`config.mk`:
```
export PLATFORM = sky130hd
export DESIGN_NAME = sign_extend
export DESIGN_NICKNAME = d
export VERILOG_FILES = /design/src/rtl/sign_extend.sv
export SDC_FILE = /design/constraint.sdc
export NUM_CORES = 1
export LEC_CHECK = 0
export BUFFER_PORTS_ARGS = -buffer_cell sky130_fd_sc_hd__buf_2
export CAP_MARGIN = 5
export CORE_ASPECT_RATIO = 0.7
export CORE_MARGIN = 3
export CORE_UTILIZATION = 53
export DETAILED_ROUTE_END_ITERATION = 7
export HOLD_SLACK_MARGIN = 0.02
export PLACE_DENSITY = 0.84
export SYNTH_ARGS = -nofsm -noshare
export SYNTH_HDL_FRONTEND = slang
export SYNTH_SLANG_ARGS = --single-unit
export TNS_END_PERCENT = 5
```
`constraint.sdc`:
```
create_clock -name clk -period 1.4 [get_ports clk]
set_input_delay 0.07 -clock clk [delete_from_list [all_inputs] [get_ports clk]]
set_output_delay 0.07 -clock clk [all_outputs]
set_load 0.02 [all_outputs]
```
`src/rtl/sign_extend.sv`:
```
// Registered 16->32 immediate extension (sign/zero/upper/sign-shl2) with a valid flag.
// Define SIGN_EXTEND_COMB_EN to bypass the output registers (zero-latency combinational build).
module sign_extend #(
    parameter int IN_W  = 16,
    parameter int OUT_W = 32
) (
    input  logic             clk,
    input  logic             rst_n,
    input  logic             in_valid,
    input  logic [1:0]       mode,
    input  logic [IN_W-1:0]  instruction,
    output logic             out_valid,
    output logic [OUT_W-1:0] q
);

    typedef enum logic [1:0] {
        MODE_SEXT     = 2'b00,
        MODE_ZEXT     = 2'b01,
        MODE_UPPER    = 2'b10,
        MODE_SEXT_SL2 = 2'b11
    } mode_e;

    generate
        if (OUT_W < 2 * IN_W) begin : g_bad_width
            $error("sign_extend: OUT_W must be at least 2*IN_W");
        end
    endgenerate

    // Fill and shift bits are constant zeros so they never pick up X from the input.
    function automatic logic [OUT_W-1:0] extend_imm(input logic [1:0] m,
                                                    input logic [IN_W-1:0] imm);
        logic signed [OUT_W-1:0] sext;
        sext = {{(OUT_W-IN_W){imm[IN_W-1]}}, imm};
        case (m)
            MODE_SEXT:  extend_imm = sext;
            MODE_ZEXT:  extend_imm = {{(OUT_W-IN_W){1'b0}}, imm};
            MODE_UPPER: extend_imm = {imm, {(OUT_W-IN_W){1'b0}}};
            default:    extend_imm = sext << 2;
        endcase
    endfunction

    logic [OUT_W-1:0] res_d;
    assign res_d = extend_imm(mode, instruction);

`ifdef SIGN_EXTEND_COMB_EN
    logic unused_clk_rst;
    assign unused_clk_rst = &{1'b0, clk, rst_n};

    assign q         = res_d;
    assign out_valid = in_valid;
`else
    logic [OUT_W-1:0] res_q;
    logic             vld_q;

    // Output stage: result only updates on accepted inputs; valid is a one-cycle pulse.
    always_ff @(posedge clk or negedge rst_n) begin
        if (!rst_n) begin
            res_q <= '0;
            vld_q <= 1'b0;
        end else begin
            vld_q <= in_valid;
            if (in_valid) begin
                res_q <= res_d;
            end
        end
    end

    assign q         = res_q;
    assign out_valid = vld_q;
`endif

endmodule

```
; ---- Word-level counts from Yosys, hierarchy flattened
; Cells that the tools add are included.
; W data, S select, Z words.
[totals]
input_bits = 21
elab_cells = 6
ff_bits = 33
out_inout_bits = 33
[classes]
n_reduce_logical = 1
muxes = 1
eq_ne = 2
[ops]
columns = cell, n
row1 = $pmux W32 S3, 1
row2 = $eq A2 B1 Y1 const B, 1
row3 = $eq A2 B2 Y1 const B, 1
row4 = $logic_not A2 Y1, 1

; ---- Longest topological paths before layout
; Gate-level depths: netlist of run 1.
[depth]
depth_word = 2
ltp_mapped = 5
depth_no_buf = 2

; ---- Worst setup path after synthesis of run 1
; Ideal clock, no wire load.
[synth_timing]
path_type = flip-flop to flip-flop
startpoint = register, netlist name q[31]
endpoint = register res_q[31], in the netlist q[31]
t_required_ps = 1280
setup_time_ps = 120
stages_incl_launch_ff = 3
period_less_slack_ps = 866
n_path_buf = 0
slack_ps = 534
arrival_ps = 746
path_cell_list = dfrtp_1 > nor2b_1 > a31o_1
[synth_rtl]
columns = element, line_no
row1 = end signal: assignment, 63  ; res_q <= res_d;
row2 = end: declaration, 52  ; logic [OUT_W-1:0] res_q;

==> flow_metrics.py, run 1 <==
metrics = {
    "status": {
        "status": "finished, final reports clean",
    },
    "sta": {
        "rsz0062_at_grt": "no",
        "fin_tns_setup_ps": 0,
        "fin_crit_sh": 0.847,
        "worstMarginPinSlew_ps": 734,
        "relSlewSlack": 0.511,
        "slew_viol_final": 0,
        "fin_skew_ps": 0,
        "max_freq_mhz": 843,
        "setup_violations": 0,
        "hold_viol_final": 0,
        "fin_crit_ps": 1190,
    },
    "power_and_ir_drop": {
        "p_leak_nw": 1.00,
        "p_per_area_mw_per_mm2": 1220,
        "power.total_w": 0.00244,
        "peakVddDrop_v": 0.000647,
    },
    "cells_and_area": {
        "num_antenna_cells": 0,
        "syn_to_final_growth_pct": 22.5,
        "fin_area_mm2": 0.00201,
        "nets": 233,
        "drive_above_1_share": 0.319,
        "finalNonFillerCells": 249,
        "fillers": 219,
    },
    "clock_tree": {
        "cts_resized": 0,
        "path_clk_slew_ps": 70,
        "cts_buffer_depth": 2,
        "clock_latency_ps": 290,
        "cts_tree": "built",
        "cts_setup_buffers": 0,
        "cts_root_buffer": "clkbuf_8",
        "cts_sinks": 33,
        "ctsHoldBuffers": 2,
        "htree_levels": 2,
        "cts_made_buffers": 5,
    },
    "detailed_routing": {
        "routed-via-count": 1391,
        "drt_pass1_iterations": 5,
        "avgViaCountPerCell": 5.59,
        "drt_iter0_markers": 131,
        "ant_nets": 0,
        "drcViolationCount": 0,
        "wire_per_inst_um": 16.5,
        "wl_um": 4120,
    },
    "synth": {
        "synthArstFlopShare": 1.00,
        "syn_inst": 161,
        "synth_top_area_frac": 0.504,
        "syn_area_per_cell_um2": 10.2,
        "synth_top_family_by_area": "simple AND/OR/NAND/NOR gates",
        "synth_nets": 182,
        "netlist_top_cells_area": "dfrtp_1 (50%), mux2i_1 (9.2%), o221ai_1 (8.0%), nand2b_1 (5.7%), a31oi_1 (5.3%)",
        "synth.cell_area_mm2": 0.00164,
        "yosysTopAreaCell": "dfrtp_1",
        "ys.flop_type": "dfrtp_1",
        "synth_compound_area_frac": 0.145,
        "synth_seq_cells": 33,
        "yosys.area_share.simple": 0.159,
        "synth.distinct_cells": 18,
        "yosysWarnings": 0,
        "synth-edff-count": 0,
        "ys_seq_area_frac": 0.504,
        "yosysMostFrequentCell": "dfrtp_1",
        "synthAdderAreaFrac": 0,
        "synthMuxAreaShare": 0.0917,
        "synthXorXnorAreaFrac": 0,
        "synth_commonest_cells": "dfrtp_1 (33), inv_1 (17), mux2i_1 (15), nand2b_1 (15), o221ai_1 (15)",
    },
    "floorplan": {
        "die_w_um": 72.4,
        "fp.dieArea_mm2": 0.00380,
        "initial_core_util": 0.572,
        "rows": 16,
        "die_y_um": 52.5,
        "core-area_mm2": 0.00286,
        "pin_count": 54,
    },
    "flow_run": {
        "drv_cap": 0,
    },
    "worst_setup_path": {
        "r2r-start": "q[31]",
        "rrSetupSlack_ps": 570,
        "max_stage_delay_ps": 510,
        "critical_path_class": "in -> reg",
        "endpoint_kind": "register",
        "path_cells": "dlygate4sd3_1 > buf_2 > nand4bb_2 > o221ai_1",
        "slowest_stage": "dlygate4sd3_1",
        "cp.arrival_ps": 1380,
        "crit_required_ps": 1590,
        "regToRegEndpoint": "q[31]",
        "critPathMaxFanout": 15,
        "cp-start-kind": "primary input",
        "reg2reg_depth": 2,
    },
    "place": {
        "place.gp.congestion": 0.813,
        "hpwl_um": 2870,
        "placed_area_mm2": 0.00189,
        "portBuffers": 53,
        "place_inst": 239,
    },
    "grt": {
        "grt_pass1_vias": 1417,
        "groute.usage.overall": 0.246,
        "grt_max_degree": 34,
        "globalRoute.totalOverflow": 0,
        "grt_pass1_wl_um": 6800,
        "antenna_found_initial": 0,
    },
    "min_path": {
        "hp-class": "in -> reg",
        "hold_path_end": "q[1]",
        "worstHoldStart": "instruction[1]",
        "whs_path_depth": 3,
    },
}
## layout by cell type, fill, tap and decap left out
master and count:
a31o_1 1, a31oi_1 14, buf_2 53, buf_4 5, clkbuf_8 7, clkinv_2 1
dfrtp_1 33, dlygate4sd3_1 2, inv_1 17, mux2i_1 15, nand2_2 1, nand2b_1 15
nand3_1 14, nand3b_1 2, nand4bb_2 1, nor2_1 14, nor2b_1 1, o21ai_1 2
o221ai_1 15
## area by class of cell
type / count / area (um2) / share of cell area
clock buffers: 7 / 96.3 / 0.0480
clock inverters: 1 / 5.00 / 0.00249
inverters: 17 / 63.8 / 0.0318
multi-input cells: 95 / 648 / 0.323
flip-flops and latches: 33 / 826 / 0.411
well taps: 36 / 45.0 / 0.0224
repair buffers: 60 / 323 / 0.161
## where the power goes
part | leakage, nW | internal, W | total [W] | switching [W]
Combinational | 0.543 | 0.000197 | 0.000545 | 0.000348
Sequential | 0.403 | 0.00105 | 0.00111 | 0.0000563
Clock | 0.0542 | 0.000444 | 0.000789 | 0.000345
Total | 1.00 | 0.00170 | 0.00244 | 0.000749
## sequential cells by signal, summed over array words and instances (netlist names)
signal / count
out_valid: 1
q: 32
## worst max-delay path by stage
stage	startpoint	to	slack (ps)	depth (start not counted)
4_1_cts	in_valid	q[20]	220	4
6_report	in_valid	q[21]	210	4
3_3_place_gp	instruction[15]	q[29]	400	3
2_1_floorplan	q[31]	q[31]	530	2
5_1_grt	in_valid	q[21]	140	4
3_5_place_dp	instruction[15]	q[27]	340	3
## critical path: cells and delay by family
family          cells  cell delay [ps]
simple gates        1              400
buf+inv             2              680
compound gates      1              220
## metal layers
metal  vias to the layer above  global-route usage  part of all wire
li1                        666                   -                 -
met1                       656               0.315              0.44
met2                        61               0.363              0.46
met3                         8               0.107             0.082
met4                         0               0.104             0.011
met5                         -                   0                 0
## per-stage QoR
stage          utilization  worst slack, ps  hold WS, ps
2_1_floorplan            -              534         -226
3_3_place_gp         0.659              399          154
3_5_place_dp         0.659              338          167
4_1_cts              0.701              225         58.7
5_1_grt              0.701              145         69.9
6_report             0.701              214         67.1
## cell families (layout without fill, tap and decap cells)
family / count (synthesis) / after routing
and+or+nand+nor: 48 / 48
DFF: 33 / 33
buffers and inverters: 33 / 85
AOI/OAI and AO/OA: 32 / 32
muxes: 15 / 15
Power figures use the tool's default switching activity.
==> run 2, diff against run 1 <==
Settings changed: ABC_AREA set to 1, CORE_UTILIZATION 53 to 44, PLACE_DENSITY 0.84 to 0.75.
Clock period 1.4 ns to 0.95 ns, I/O delays scaled along.
==> flow_metrics.py, run 2 <==
metrics = {
    "detailed_routing": {
        "wl_met3_um": 418,
        "drcViolationCount": 0,
        "wl_um": 4010,
        "drt_pass1_iterations": 4,
        "drt_iter0_markers": 130,
        "ant_nets": 0,
        "wire_per_inst_um": 13.5,
        "wl_met2_um": 1630,
        "avgViaCountPerCell": 5.09,
        "met1Wirelength_um": 1930,
        "routed-via-count": 1518,
        "top_layer": "met4",
    },
    "cells_and_area": {
        "drive_above_1_share": 0.291,
        "final_common_cell": "nand2_1",
        "nets": 271,
        "final_cell_mix": "nand2_1 (64), buf_2 (53), nand3_1 (33), dfrtp_1 (33), a21oi_1 (28)",
        "fillers": 324,
        "largest_reg_flops": 32,
        "syn_to_final_growth_pct": 27.8,
        "num_antenna_cells": 0,
    },
    "worst_setup_path": {
        "cp-start-kind": "register",
        "path_cells": "buf_2",
        "cp-startpoint": "q[7]",
        "endpoint_kind": "output pin",
        "path_delay_family": "flip-flops",
        "critical_path_class": "reg -> out",
        "slowest_stage": "dfrtp_1",
        "crit_required_ps": 900,
        "reg2reg_depth": 2,
        "rrSetupSlack_ps": 250,
        "regToRegEndpoint": "q[4]",
        "critPathCapture": "q[7]",
        "cp.arrival_ps": 860,
        "critPathMaxFanout": 2,
        "r2r-start": "q[4]",
        "max_stage_delay_ps": 400,
        "cp_num_buf_inv": 1,
        "cp.depth": 1,
    },
    "synth": {
        "synth_nets": 216,
        "netlist_top_cells_area": "dfrtp_1 (53%), nand2_1 (15%), nand3_1 (11%), a21oi_1 (9.0%), nor2_1 (3.6%)",
        "ys.flop_type": "dfrtp_1",
        "synth_seq_cells": 33,
        "syn_inst": 195,
        "yosysMostFrequentCell": "nand2_1",
        "synth_top_area_frac": 0.531,
        "yosysWarnings": 0,
        "synth-edff-count": 0,
        "synth.distinct_cells": 14,
        "ys_seq_area_frac": 0.531,
        "syn_area_per_cell_um2": 7.97,
        "synthArstFlopShare": 1.00,
        "synth.cell_area_mm2": 0.00155,
        "synth_commonest_cells": "nand2_1 (64), dfrtp_1 (33), nand3_1 (33), a21oi_1 (28), nor2_1 (15)",
        "yosysTopAreaCell": "dfrtp_1",
    },
    "floorplan": {
        "die_y_um": 55.7,
        "fp.dieArea_mm2": 0.00429,
        "die_w_um": 77.0,
        "core-area_mm2": 0.00325,
        "pin_count": 54,
        "rows": 17,
        "initial_core_util": 0.478,
    },
    "grt": {
        "antenna_found_initial": 0,
        "groute.usage.overall": 0.205,
        "grt_pass1_vias": 1444,
        "globalRoute.totalOverflow": 0,
        "grt_max_degree": 34,
        "grt_pass1_wl_um": 6870,
    },
    "clock_tree": {
        "clock_latency_ps": 290,
        "cts_sinks": 33,
        "cts_setup_buffers": 0,
        "cts_made_buffers": 5,
        "cts_resized": 0,
        "cts_buffer_depth": 2,
        "cts_tree": "built",
        "htree_levels": 2,
        "cts_root_buffer": "clkbuf_8",
        "path_clk_slew_ps": 70,
    },
    "sta": {
        "setup_violations": 0,
        "slew_viol_final": 0,
        "fin_crit_ps": 910,
        "max_freq_mhz": 1100,
        "fin_tns_setup_ps": 0,
        "relSlewSlack": 0.803,
        "fin_crit_sh": 0.958,
        "whs_ps": 24.8,
        "hold_viol_final": 0,
        "fin_skew_ps": 0,
        "worstMarginPinSlew_ps": 296,
        "rsz0062_at_grt": "no",
    },
    "power_and_ir_drop": {
        "switching_power_w": 0.00111,
        "switching_share": 0.323,
        "p_leak_nw": 1.07,
        "power_frac_seq": 0.473,
        "power_frac_comb": 0.229,
        "p_int_w": 0.00233,
        "power.share.clock": 0.299,
        "peakVddDrop_v": 0.000901,
        "p_per_area_mw_per_mm2": 1730,
    },
    "place": {
        "portBuffers": 53,
        "hpwl_um": 2740,
        "place.gp.congestion": 0.788,
    },
    "flow_run": {
        "drv_cap": 0,
    },
    "status": {
        "status": "finished, final reports clean",
    },
    "min_path": {
        "hp-class": "in -> reg",
    },
}
[run 2: cell type report]
| cell class | instances | area, um2 | area share |
|---|---|---|---|
| clock buffer | 6 | 72.6 | 0.0365 |
| tap | 47 | 58.8 | 0.0296 |
| inverter | 4 | 16.3 | 0.00819 |
| sequential | 33 | 826 | 0.416 |
| clock inverter | 2 | 10.0 | 0.00504 |
| multi-input combinational | 145 | 634 | 0.319 |
| timing repair buffer | 61 | 368 | 0.185 |
[run 2: layer usage]
layer | GRT usage | vias to the layer above
li1 | - | 748
met1 | 0.295 | 691
met2 | 0.289 | 75
met3 | 0.0761 | 4
met4 | 0.0533 | 0
met5 | 0 | -
[run 2: what timing repair did]
action                                  CTS  global route
hold buffers                              2             0
endpoints found under the setup margin    0             0
endpoints found under the hold margin    34             0
[run 2: cell families (layout without fill, tap and decap cells)]
group | Yosys count | in the layout | synth area share
buffers and inverters | 17 | 73 | 0.0604
AO/OA/AOI/OAI | 30 | 30 | 0.0966
AND/OR/NAND/NOR | 115 | 115 | 0.312
flip-flops | 33 | 33 | 0.531
[run 2: worst min path at each step]
stage / from / end / cells after the start
after floorplan: rst_n / out_valid / 0
after global placement: rst_n / q[0] / 2
after detailed placement: rst_n / q[0] / 2
after CTS: instruction[12] / q[14] / 3
after global routing: instruction[3] / q[5] / 3
final: instruction[1] / q[1] / 3
[run 2: through the flow]
stage          setup slack (ps)  std cells  instance area [um2]  utilization  total power (W)
6_report                   39.8        298                 1990        0.610          0.00344
5_1_grt                    6.80        298                 1990        0.610          0.00363
4_1_cts                    32.2        298                 1990        0.610          0.00347
3_5_place_dp               66.3        288                 1880        0.579          0.00243
3_3_place_gp                108        288                 1880        0.579          0.00242
2_1_floorplan               251        195                 1550            -          0.00210
[run 2: power groups by stage]
stage | Combinational [W] | Clock [W] | Sequential, W
global route | 0.000869 | 0.00112 | 0.00165
detailed placement | 0.000783 | 0 | 0.00165
global placement | 0.000772 | 0 | 0.00165
floorplan | 0.000275 | 0 | 0.00183
finish | 0.000786 | 0.00103 | 0.00163
CTS | 0.000792 | 0.00105 | 0.00163
